## src/rtl/snn_image_loader.sv

```systemverilog
// Serial-byte to 1-bit input-RAM loader for snn_core: unpacks an image, starts the core, returns the digit.
// Optional: define ASCII_DIGIT_EN to send the result as an ASCII character instead of a raw nibble.
//
//   state   | meaning
//   --------+-------------------------------------------------------------
//   S_LOAD  | idle, waiting for the next image byte
//   S_WRITE | writing the 8 pixels of the latched byte, LSB first
//   S_START | one-cycle core_start pulse after the final pixel write
//   S_WAIT  | waiting for snn_core to report done
//   S_SEND  | waiting for the UART transmitter, then pulsing tx_start

module snn_image_loader #(
    parameter int NUM_PIXELS = 784,
    parameter int ADDR_WIDTH = 10
) (
    input  logic                  clk,
    input  logic                  rst_n,
    input  logic                  rx_rdy,
    input  logic [7:0]            rx_data,
    output logic                  ram_we,
    output logic [ADDR_WIDTH-1:0] ram_addr,
    output logic                  ram_data,
    output logic                  core_start,
    input  logic                  core_done,
    input  logic [3:0]            core_digit,
    input  logic                  tx_busy,
    output logic                  tx_start,
    output logic [7:0]            tx_data,
    output logic                  busy,
    output logic                  overrun
);

    typedef enum logic [2:0] {
        S_LOAD,
        S_WRITE,
        S_START,
        S_WAIT,
        S_SEND
    } state_t;

    // Base address of the final byte; reaching it at bit 7 completes the image.
    localparam logic [ADDR_WIDTH-1:0] LAST_BASE = ADDR_WIDTH'(NUM_PIXELS - 8);

    state_t                state;
    logic [ADDR_WIDTH-1:0] pix_cnt;
    logic [2:0]            bit_cnt;
    logic [7:0]            shift;

    function automatic logic [7:0] encode_digit(input logic [3:0] digit);
`ifdef ASCII_DIGIT_EN
        return 8'h30 + {4'b0000, digit};
`else
        return {4'b0000, digit};
`endif
    endfunction

    always_ff @(posedge clk) begin
        if (!rst_n) begin
            state      <= S_LOAD;
            pix_cnt    <= '0;
            bit_cnt    <= '0;
            shift      <= '0;
            ram_we     <= 1'b0;
            ram_addr   <= '0;
            ram_data   <= 1'b0;
            core_start <= 1'b0;
            tx_start   <= 1'b0;
            tx_data    <= '0;
            busy       <= 1'b0;
            overrun    <= 1'b0;
        end else begin
            core_start <= 1'b0;
            tx_start   <= 1'b0;

            // Only LOAD can take a byte; anything else is lost and flagged.
            if (rx_rdy && state != S_LOAD) begin
                overrun <= 1'b1;
            end

            case (state)
                S_LOAD: begin
                    if (rx_rdy) begin
                        shift    <= rx_data;
                        ram_we   <= 1'b1;
                        ram_addr <= pix_cnt;
                        ram_data <= rx_data[0];
                        bit_cnt  <= '0;
                        busy     <= 1'b1;
                        state    <= S_WRITE;
                    end
                end

                S_WRITE: begin
                    if (bit_cnt == 3'd7) begin
                        ram_we  <= 1'b0;
                        pix_cnt <= pix_cnt + ADDR_WIDTH'(8);
                        if (pix_cnt == LAST_BASE) begin
                            core_start <= 1'b1;
                            state      <= S_START;
                        end else begin
                            busy  <= 1'b0;
                            state <= S_LOAD;
                        end
                    end else begin
                        bit_cnt  <= bit_cnt + 3'd1;
                        ram_addr <= ram_addr + ADDR_WIDTH'(1);
                        ram_data <= shift[1];
                        shift    <= {1'b0, shift[7:1]};
                    end
                end

                S_START: begin
                    state <= S_WAIT;
                end

                S_WAIT: begin
                    if (core_done) begin
                        tx_data <= encode_digit(core_digit);
                        state   <= S_SEND;
                    end
                end

                S_SEND: begin
                    if (!tx_busy) begin
                        tx_start <= 1'b1;
                        busy     <= 1'b0;
                        pix_cnt  <= '0;
                        bit_cnt  <= '0;
                        state    <= S_LOAD;
                    end
                end

                default: begin
                    state <= S_LOAD;
                end
            endcase
        end
    end

endmodule

```

## config.mk

```make
export PLATFORM = sky130hd
export DESIGN_NAME = snn_image_loader
export DESIGN_NICKNAME = d
export VERILOG_FILES = /design/src/rtl/snn_image_loader.sv
export SDC_FILE = /design/constraint.sdc
export NUM_CORES = 1
export LEC_CHECK = 0
export CORE_MARGIN = 5
export CORE_UTILIZATION = 51
export DETAILED_ROUTE_END_ITERATION = 16
export PLACE_DENSITY = 0.8
export SLEW_MARGIN = 5
export SYNTH_ARGS = -nofsm -noshare
export SYNTH_HDL_FRONTEND = slang
export SYNTH_SLANG_ARGS = --single-unit
```

## constraint.sdc

```tcl
create_clock -name clk -period 2.6 [get_ports clk]
set_clock_uncertainty 0.1 [all_clocks]
set_input_delay 0.26 -clock clk [delete_from_list [all_inputs] [get_ports clk]]
set_output_delay 0.26 -clock clk [all_outputs]
set_load 0.01 [all_outputs]
```

### Yosys cells after proc, flatten, opt, wreduce, memory -nomap -nowiden

Cells that the tools add are included.

* add/subtract/negate cells: 3
* eq/ne operators: 12
* muxes and demuxes: 30
* reduce and logical (&&, ||, !) cells: 15

Operator list (count)
* $mux 10: 4
* $pmux 10 s2: 2
* $mux 3: 6
* $mux 8: 2
* $pmux 8 s2: 1
* $pmux 3 s5: 1
* $ne 2x2->1 const B: 6
* $reduce_and 3->1: 4
* $add 10x1->10 const B: 1
* $add 10x4->10 const B: 1
* $eq 10x10->1 const B: 1
* $mux 1: 9
* $pmux 3 s3: 1
* $reduce_and 4->1: 2
* $eq 3x2->1 const B: 2
* $eq 3x3->1 const B: 2
* $reduce_bool 3->1: 2
* $reduce_and 5->1: 1
* $pmux 1 s2: 2
* $reduce_and 2->1: 2
* $reduce_bool 2->1: 2
* $add 3x1->3 const B: 1
* $eq 3x1->1 const B: 1
* $logic_not 3->1: 1
* 3 further kinds: 3

* register bits: 44
* input bits: 17
* logic and storage cells: 72

### Depth between registers and ports, before layout

Gate-level depths: netlist of run 1.

* depth in word-level cells: 4
* gate-level depth with buffers: 7
* gate-level depth less buffers: 6

### Least setup slack after synthesis of run 1

OpenSTA, ideal clock, no wires.

* path type: flip-flop to flip-flop
* start: register bit_cnt[0]
* end: register pix_cnt[7]
* arrival time: 1.661 ns
* setup slack: 0.780 ns
* stages on the path, launching flop included: 8
* buffers on the path: 1
* cell sequence: dfxtp_1 ha_1 ha_1 nand3b_1 a21o_1 buf_6 or4_1 nand2_1

* cells in the longest elaborated chain, start to end: 3

RTL lines
* from (decl): RTL line 46 `logic [2:0] bit_cnt;`
* from (signal assigned): RTL line 105 `bit_cnt <= bit_cnt + 3'd1;`
* $eq 3x3->1: RTL line 94 `if (bit_cnt == 3'd7) begin`
* $ne 2x2->1 (no line)
* $reduce_and 3->1 (no line)
* to (signal assigned): RTL line 96 `pix_cnt <= pix_cnt + ADDR_WIDTH'(8);`
* to (decl): RTL line 45 `logic [ADDR_WIDTH-1:0] pix_cnt;`

Every way passes these cells.
A chain may end at the register's enable or synchronous reset.

### Worst setup path after layout of run 1

* start: register bit_cnt[0]
* end: register shift[4]

* cells in the longest elaborated chain, start to end: 3

RTL lines
* $eq 3x3->1: RTL line 94
* $ne 2x2->1 (no line)
* $reduce_and 3->1 (no line)
* to (signal assigned): RTL line 83 `shift <= rx_data;`
* to (signal assigned): RTL line 108 `shift <= {1'b0, shift[7:1]};`
* to (decl): RTL line 47 `logic [7:0] shift;`

Every way passes these cells.

==> results.py, run 1 <==
metrics = {
    "global_routing": {
        "grt_max_degree": 19,
        "grt_pass1_wl_um": 7310,
        "grt_usage_pct": 17.4,
        "first_global_vias": 1635,
        "grt_overflow": 0,
        "antenna_found_initial": 0,
    },
    "floorplan": {
        "die_h_um": 72.3,
        "core_area_sq_um": 3720,
        "initial_core_util_pct": 53.3,
        "chipWidth_um": 72.3,
        "die-area_sq_um": 5230,
        "num_rows": 22,
        "ios": 41,
    },
    "pwr": {
        "p_int_uw": 939,
        "p_leak_nw": 0.938,
        "clkPwrFrac_pct": 33.5,
        "power.density_nw_per_um2": 509,
        "combPwrFrac_pct": 13.5,
        "p_switching_uw": 307,
        "peakVddDrop_v": 0.000367,
        "sequentialPowerShare_pct": 53.0,
        "swShare_pct": 24.6,
    },
    "cts": {
        "cts_root_buf": "clkbuf_8",
        "cts_resized": 0,
        "tritoncts": "yes",
        "cts_setup_buffers": 0,
        "clkTransAtPathRegs_ns": 0.07,
        "postCtsHoldBufs": 0,
        "clock_latency_ns": 0.29,
        "htree_levels": 2,
        "numCtsBuffers": 5,
        "clkSinkCount": 40,
        "clockBufferDepth": 2,
    },
    "worst_setup_path": {
        "worstPathMaxFanout": 15,
        "slowest_delay_ns": 0.38,
        "crit_type": "reg -> reg",
        "crit_chain": "ha_1, ha_1, nor2b_1, o21a_1, buf_4, nor2_1, a311oi_1",
        "path_delay_family": "compound AO/OA/AOI/OAI gates",
        "crit_buf_inv": 1,
        "cp.required_ns": 2.70,
        "start_kind": "flop",
        "rrSetupSlack_ns": 0.43,
        "critPathArrivalTime_ns": 2.26,
        "slowest_stage": "o21a_1",
        "crit_path_frequent_cell": "ha_1",
        "endpoint_kind": "flop",
    },
    "drt": {
        "avgRoutedWirePerCell_um": 13.6,
        "drtIter0Drc": 143,
        "avgViaCountPerCell": 5.76,
        "drt_wl_total_um": 4270,
        "drc": 0,
        "ant_nets": 0,
        "dr.pass1.iters": 4,
        "vias": 1815,
    },
    "sta": {
        "worst_slack_ns": 0.434,
        "slew_headroom_pct": 60.6,
        "rsz0062_at_grt": "no",
        "finalCritPeriodShare_pct": 83.3,
        "finalSetupViolCount": 0,
        "fin_crit_ns": 2.17,
        "drv_slew": 0,
        "worst_slew_pin_slew_ns": 0.590,
        "setup_tns_ns": 0,
        "finalHoldViolCount": 0,
        "max_freq_mhz": 462,
    },
    "synthesis": {
        "ys.flop_type": "dfxtp_1",
        "yosys.cell_types.count": 51,
        "synthCells": 233,
        "synth-edff-count": 0,
        "syn_area_sq_um": 1980,
        "synthArstFlopShare_pct": 0,
        "syn_area_per_cell_sq_um": 8.51,
        "ys_ff_latch": 40,
        "yosysWarnings": 0,
        "ys_seq_area_share_pct": 40.4,
    },
    "placement": {
        "dp_worst_setup_slack_ns": 0.445,
        "gp_congestion": 0.747,
        "portBuffers": 36,
        "placed_cells": 307,
        "hpwl_um": 3040,
    },
    "cells_and_area": {
        "nets": 287,
        "n_antenna_cell": 0,
        "final_cells": 315,
        "layout_common_cells": "40 x dfxtp_1, 36 x clkdlybuf4s50_1, 31 x nand2_1, 22 x nor2_1, 16 x a21oi_1",
        "final_common_cell": "dfxtp_1",
        "drive_above_1_share_pct": 5.24,
        "synthToLayoutAreaGrowth_pct": 23.6,
        "fill_cells": 328,
    },
    "run_status": {
        "status": "completed",
    },
    "worst_hold_path": {
        "hold_path.class": "reg -> reg",
    },
    "flow_run": {
        "drv_cap": 0,
    },
}
synth_stat cells, types with 2 or more instances:
cell type | number | area, sq um
nor3b_1 | 2 | 15.0
dfxtp_1 | 40 | 801
nor2b_1 | 3 | 18.8
a211oi_1 | 5 | 37.5
ha_1 | 4 | 50.1
and4_1 | 6 | 52.6
a21oi_1 | 16 | 80.1
mux2i_1 | 8 | 80.1
o21ai_1 | 4 | 20.0
or4_1 | 2 | 15.0
buf_2 | 4 | 20.0
o211ai_1 | 4 | 30.0
or3b_1 | 2 | 17.5
a22oi_1 | 2 | 15.0
inv_1 | 3 | 11.3
nor2_1 | 22 | 82.6
a41o_1 | 2 | 20.0
nor3_1 | 5 | 25.0
nand2b_1 | 4 | 25.0
nand3_1 | 7 | 35.0
clkbuf_1 | 10 | 37.5
o21ai_0 | 2 | 10.0
buf_4 | 4 | 30.0
o22ai_1 | 4 | 25.0
a311oi_1 | 8 | 70.1
nand2_1 | 31 | 116
nand4_1 | 3 | 18.8
or3_1 | 3 | 18.8
power by group through the flow:
stage               Combinational, mW  Sequential (mW)  Clock, mW
global route                    0.186            0.664      0.454
floorplan                      0.0967            0.674          0
detailed placement              0.168            0.674          0
global placement                0.166            0.674          0
CTS                             0.169            0.660      0.427
finish                          0.168            0.660      0.418
logic make-up after synthesis:
logic type | Yosys count | share of synthesized area (%)
AO/OA/AOI/OAI | 57 | 20.0
buffers and inverters | 22 | 5.56
adder cells (fa/ha/maj) | 4 | 2.53
XOR/XNOR | 2 | 0.884
other | 1 | 0.189
AND/OR/NAND/NOR | 98 | 25.9
flip-flops | 40 | 40.4
multiplexers | 9 | 4.61
sequential cells by signal, summed over array words and instances (netlist names):
| name | flops |
|---|---|
| pix_cnt | 7 |
| core_start | 1 |
| ram_addr | 10 |
| bit_cnt | 3 |
| tx_data | 4 |
| state | 3 |
| busy | 1 |
| overrun | 1 |
| tx_start | 1 |
| shift | 8 |
| ram_we | 1 |
per-layer routing:
layer	GRT usage [%]	part of all wire, %	wire length, um	up-vias
li1	-	-	-	908
met1	22.4	47	2010	865
met2	28.5	47	2010	36
met4	7.10	1.6	68	0
met3	3.05	4.4	186	6
met5	0	0	0	-
worst reg2reg max path, cell delays in order (launching register included):
cell and delay [ns]:
dfxtp_1 0.33, ha_1 0.20, ha_1 0.28, nor2b_1 0.22, o21a_1 0.38, buf_4 0.27
nor2_1 0.06, a311oi_1 0.23
layout make-up:
cell class              count  area [sq um]  area share, %
multi-input cells         174          1080           44.2
clock buffers               8          90.1           3.68
flip-flops and latches     40           801           32.7
repair buffers             42           405           16.5
inverters                   3          11.3          0.460
well taps                  48          60.1           2.45
metrics by stage:
step	hold slack (ns)	util, %	cell area (sq um)	power (mW)
after global placement	0.354	63.5	2360	0.839
after global routing	0.401	65.9	2450	1.30
after CTS	0.382	65.9	2450	1.26
final	0.376	65.9	2450	1.25
after floorplan	0.300	-	1990	0.770
after detailed placement	0.372	63.5	2360	0.842
worst paths after layout:
check,end,start,depth (start not counted)
max,shift[4]$_SDFFE_PN0P_,bit_cnt[0]$_SDFFE_PN0P_,7
min,bit_cnt[1]$_SDFFE_PN0P_,bit_cnt[1]$_SDFFE_PN0P_,2
max reg2reg,shift[4]$_SDFFE_PN0P_,bit_cnt[0]$_SDFFE_PN0P_,7
min reg2reg,bit_cnt[1]$_SDFFE_PN0P_,bit_cnt[1]$_SDFFE_PN0P_,2
No activity file was read; power rests on OpenSTA's default activity.
==> inputs of run 2 (changes only) <==
- clock period: 2.6 -> 2.2 ns (I/O delays scaled with it)
==> results.py, run 2 (synthesis results as in run 1) <==
metrics = {
    "worst_setup_path": {
        "ff2ff_path_depth": 5,
        "worst-path-stages": 5,
        "path_delay_family": "simple AND/OR/NAND/NOR gates",
        "slowest_delay_ns": 0.51,
        "crit_type": "reg -> reg",
        "cp.required_ns": 2.35,
        "start_kind": "flop",
        "endpoint_kind": "flop",
        "crit_chain": "buf_4, or3b_1, a21o_1, or4_1, nand2_1",
        "crit_buf_inv": 1,
        "slowest_stage": "or4_1",
        "worstPathMaxFanout": 11,
        "critPathArrivalTime_ns": 2.14,
    },
    "cts": {
        "postCtsHoldBufs": 0,
        "clockBufferDepth": 2,
        "clkTransAtPathRegs_ns": 0.08,
        "clkSinkCount": 40,
        "tritoncts": "yes",
        "cts_resized": 0,
        "htree_levels": 2,
        "cts_setup_buffers": 0,
        "cts_root_buf": "clkbuf_8",
        "numCtsBuffers": 5,
        "clock_latency_ns": 0.30,
    },
    "global_routing": {
        "grt_usage_pct": 18.3,
        "grt_pass1_wl_um": 7560,
        "first_global_vias": 1636,
        "grt_max_degree": 25,
        "grt_overflow": 0,
        "antenna_found_initial": 0,
    },
    "cells_and_area": {
        "largest_register_ffs": 10,
        "n_antenna_cell": 0,
        "regMostFlops": "ram_addr",
        "top_regs": "ram_addr x10, shift x8, pix_cnt x7",
        "layout_common_cells": "40 x dfxtp_1, 36 x clkdlybuf4s50_1, 31 x nand2_1, 22 x nor2_1, 16 x a21oi_1",
        "drive_above_1_share_pct": 7.72,
        "final_common_cell": "dfxtp_1",
        "synthToLayoutAreaGrowth_pct": 26.6,
        "nets": 292,
        "final_cells": 320,
    },
    "pwr": {
        "p_leak_nw": 0.973,
        "report.power.total_mw": 1.58,
        "peakVddDrop_v": 0.000454,
        "power.density_nw_per_um2": 631,
    },
    "floorplan": {
        "chipWidth_um": 72.3,
        "num_rows": 22,
        "die_h_um": 72.3,
        "core_area_sq_um": 3720,
        "die-area_sq_um": 5230,
        "initial_core_util_pct": 53.3,
        "ios": 41,
    },
    "sta": {
        "finalHoldViolCount": 0,
        "setup_tns_ns": 0,
        "max_freq_mhz": 503,
        "rsz0062_at_grt": "no",
        "finalCritPeriodShare_pct": 90.4,
        "drv_slew": 0,
        "worst_slew_pin_slew_ns": 0.544,
        "slew_headroom_pct": 63.7,
        "finalSetupViolCount": 0,
        "hold_ws_ns": 0.369,
        "fin_crit_ns": 1.99,
    },
    "drt": {
        "ant_nets": 0,
        "dr.pass1.iters": 4,
        "avgViaCountPerCell": 5.66,
        "drc": 0,
        "avgRoutedWirePerCell_um": 13.8,
        "drtIter0Drc": 127,
        "vias": 1812,
        "drt_wl_total_um": 4420,
    },
    "placement": {
        "portBuffers": 36,
        "placed_cells": 312,
        "gp_congestion": 0.780,
        "hpwl_um": 3260,
    },
    "run_status": {
        "status": "completed",
    },
    "worst_hold_path": {
        "hold_path.class": "reg -> reg",
        "min_path_cells": 2,
    },
    "flow_run": {
        "drv_cap": 0,
    },
}
==> run 2: changes by cell type in the layout (fill, tap and decap cells not counted) <==
cell        change
clkbuf_8        -1
clkbuf_1        -2
clkinvlp_4      +1
clkinv_2        +1
bufinv_16       +1
buf_4           +5
==> run 2: tightest hold or removal path: cells and delay by family, from the launching register on <==
family	cells	cell delay, ns
simple gates	1	0.05
mux	1	0.06
flops	1	0.32
==> run 2: worst paths after layout <==
check | startpoint | to | slack (ns)
worst max-delay path | state[0]$_SDFFE_PN0P_ | pix_cnt[7]$_SDFFE_PN0P_ | 0.21
worst min-delay path | bit_cnt[1]$_SDFFE_PN0P_ | bit_cnt[1]$_SDFFE_PN0P_ | 0.37
worst max register to register | state[0]$_SDFFE_PN0P_ | pix_cnt[7]$_SDFFE_PN0P_ | 0.21
worst min register to register | bit_cnt[1]$_SDFFE_PN0P_ | bit_cnt[1]$_SDFFE_PN0P_ | 0.37
==> run 2: cell type report <==
type | instances | area (sq um)
clock buffers | 5 | 68.8
clock inverters | 3 | 42.5
fillers | 321 | 1210
inverters | 3 | 11.3
multi-input cells | 174 | 1080
flip-flops and latches | 40 | 801
well taps | 48 | 60.1
repair buffers | 47 | 443
==> run 2: routing by layer <==
metal  routed length (um)  track usage (%)  part of all wire [%]
met5                    0                0                     0
met4                  120             9.60                   2.7
met3                  202             4.02                   4.6
met2                 2130             29.6                    48
met1                 1970             22.7                    45
==> run 2: power breakdown <==
part	internal, mW	switching [mW]	total, mW
registers	0.754	0.0244	0.778
clock network	0.336	0.265	0.601
logic	0.104	0.101	0.205
==> run 2: per-stage QoR <==
stage / instance area (sq um) / util, % / setup slack (ns)
after detailed placement: 2400 / 64.5 / 0.107
after floorplan: 1990 / - / 0.380
final: 2510 / 67.5 / 0.212
after global placement: 2400 / 64.5 / 0.141
after global routing: 2510 / 67.5 / 0.0986
after CTS: 2510 / 67.5 / 0.218
==> inputs of run 3 (changes only) <==
- SKIP_CTS_REPAIR_TIMING: unset -> 1
==> results of run 3 <==
No change in the layout: final DEF, timing and power equal those of run 2.
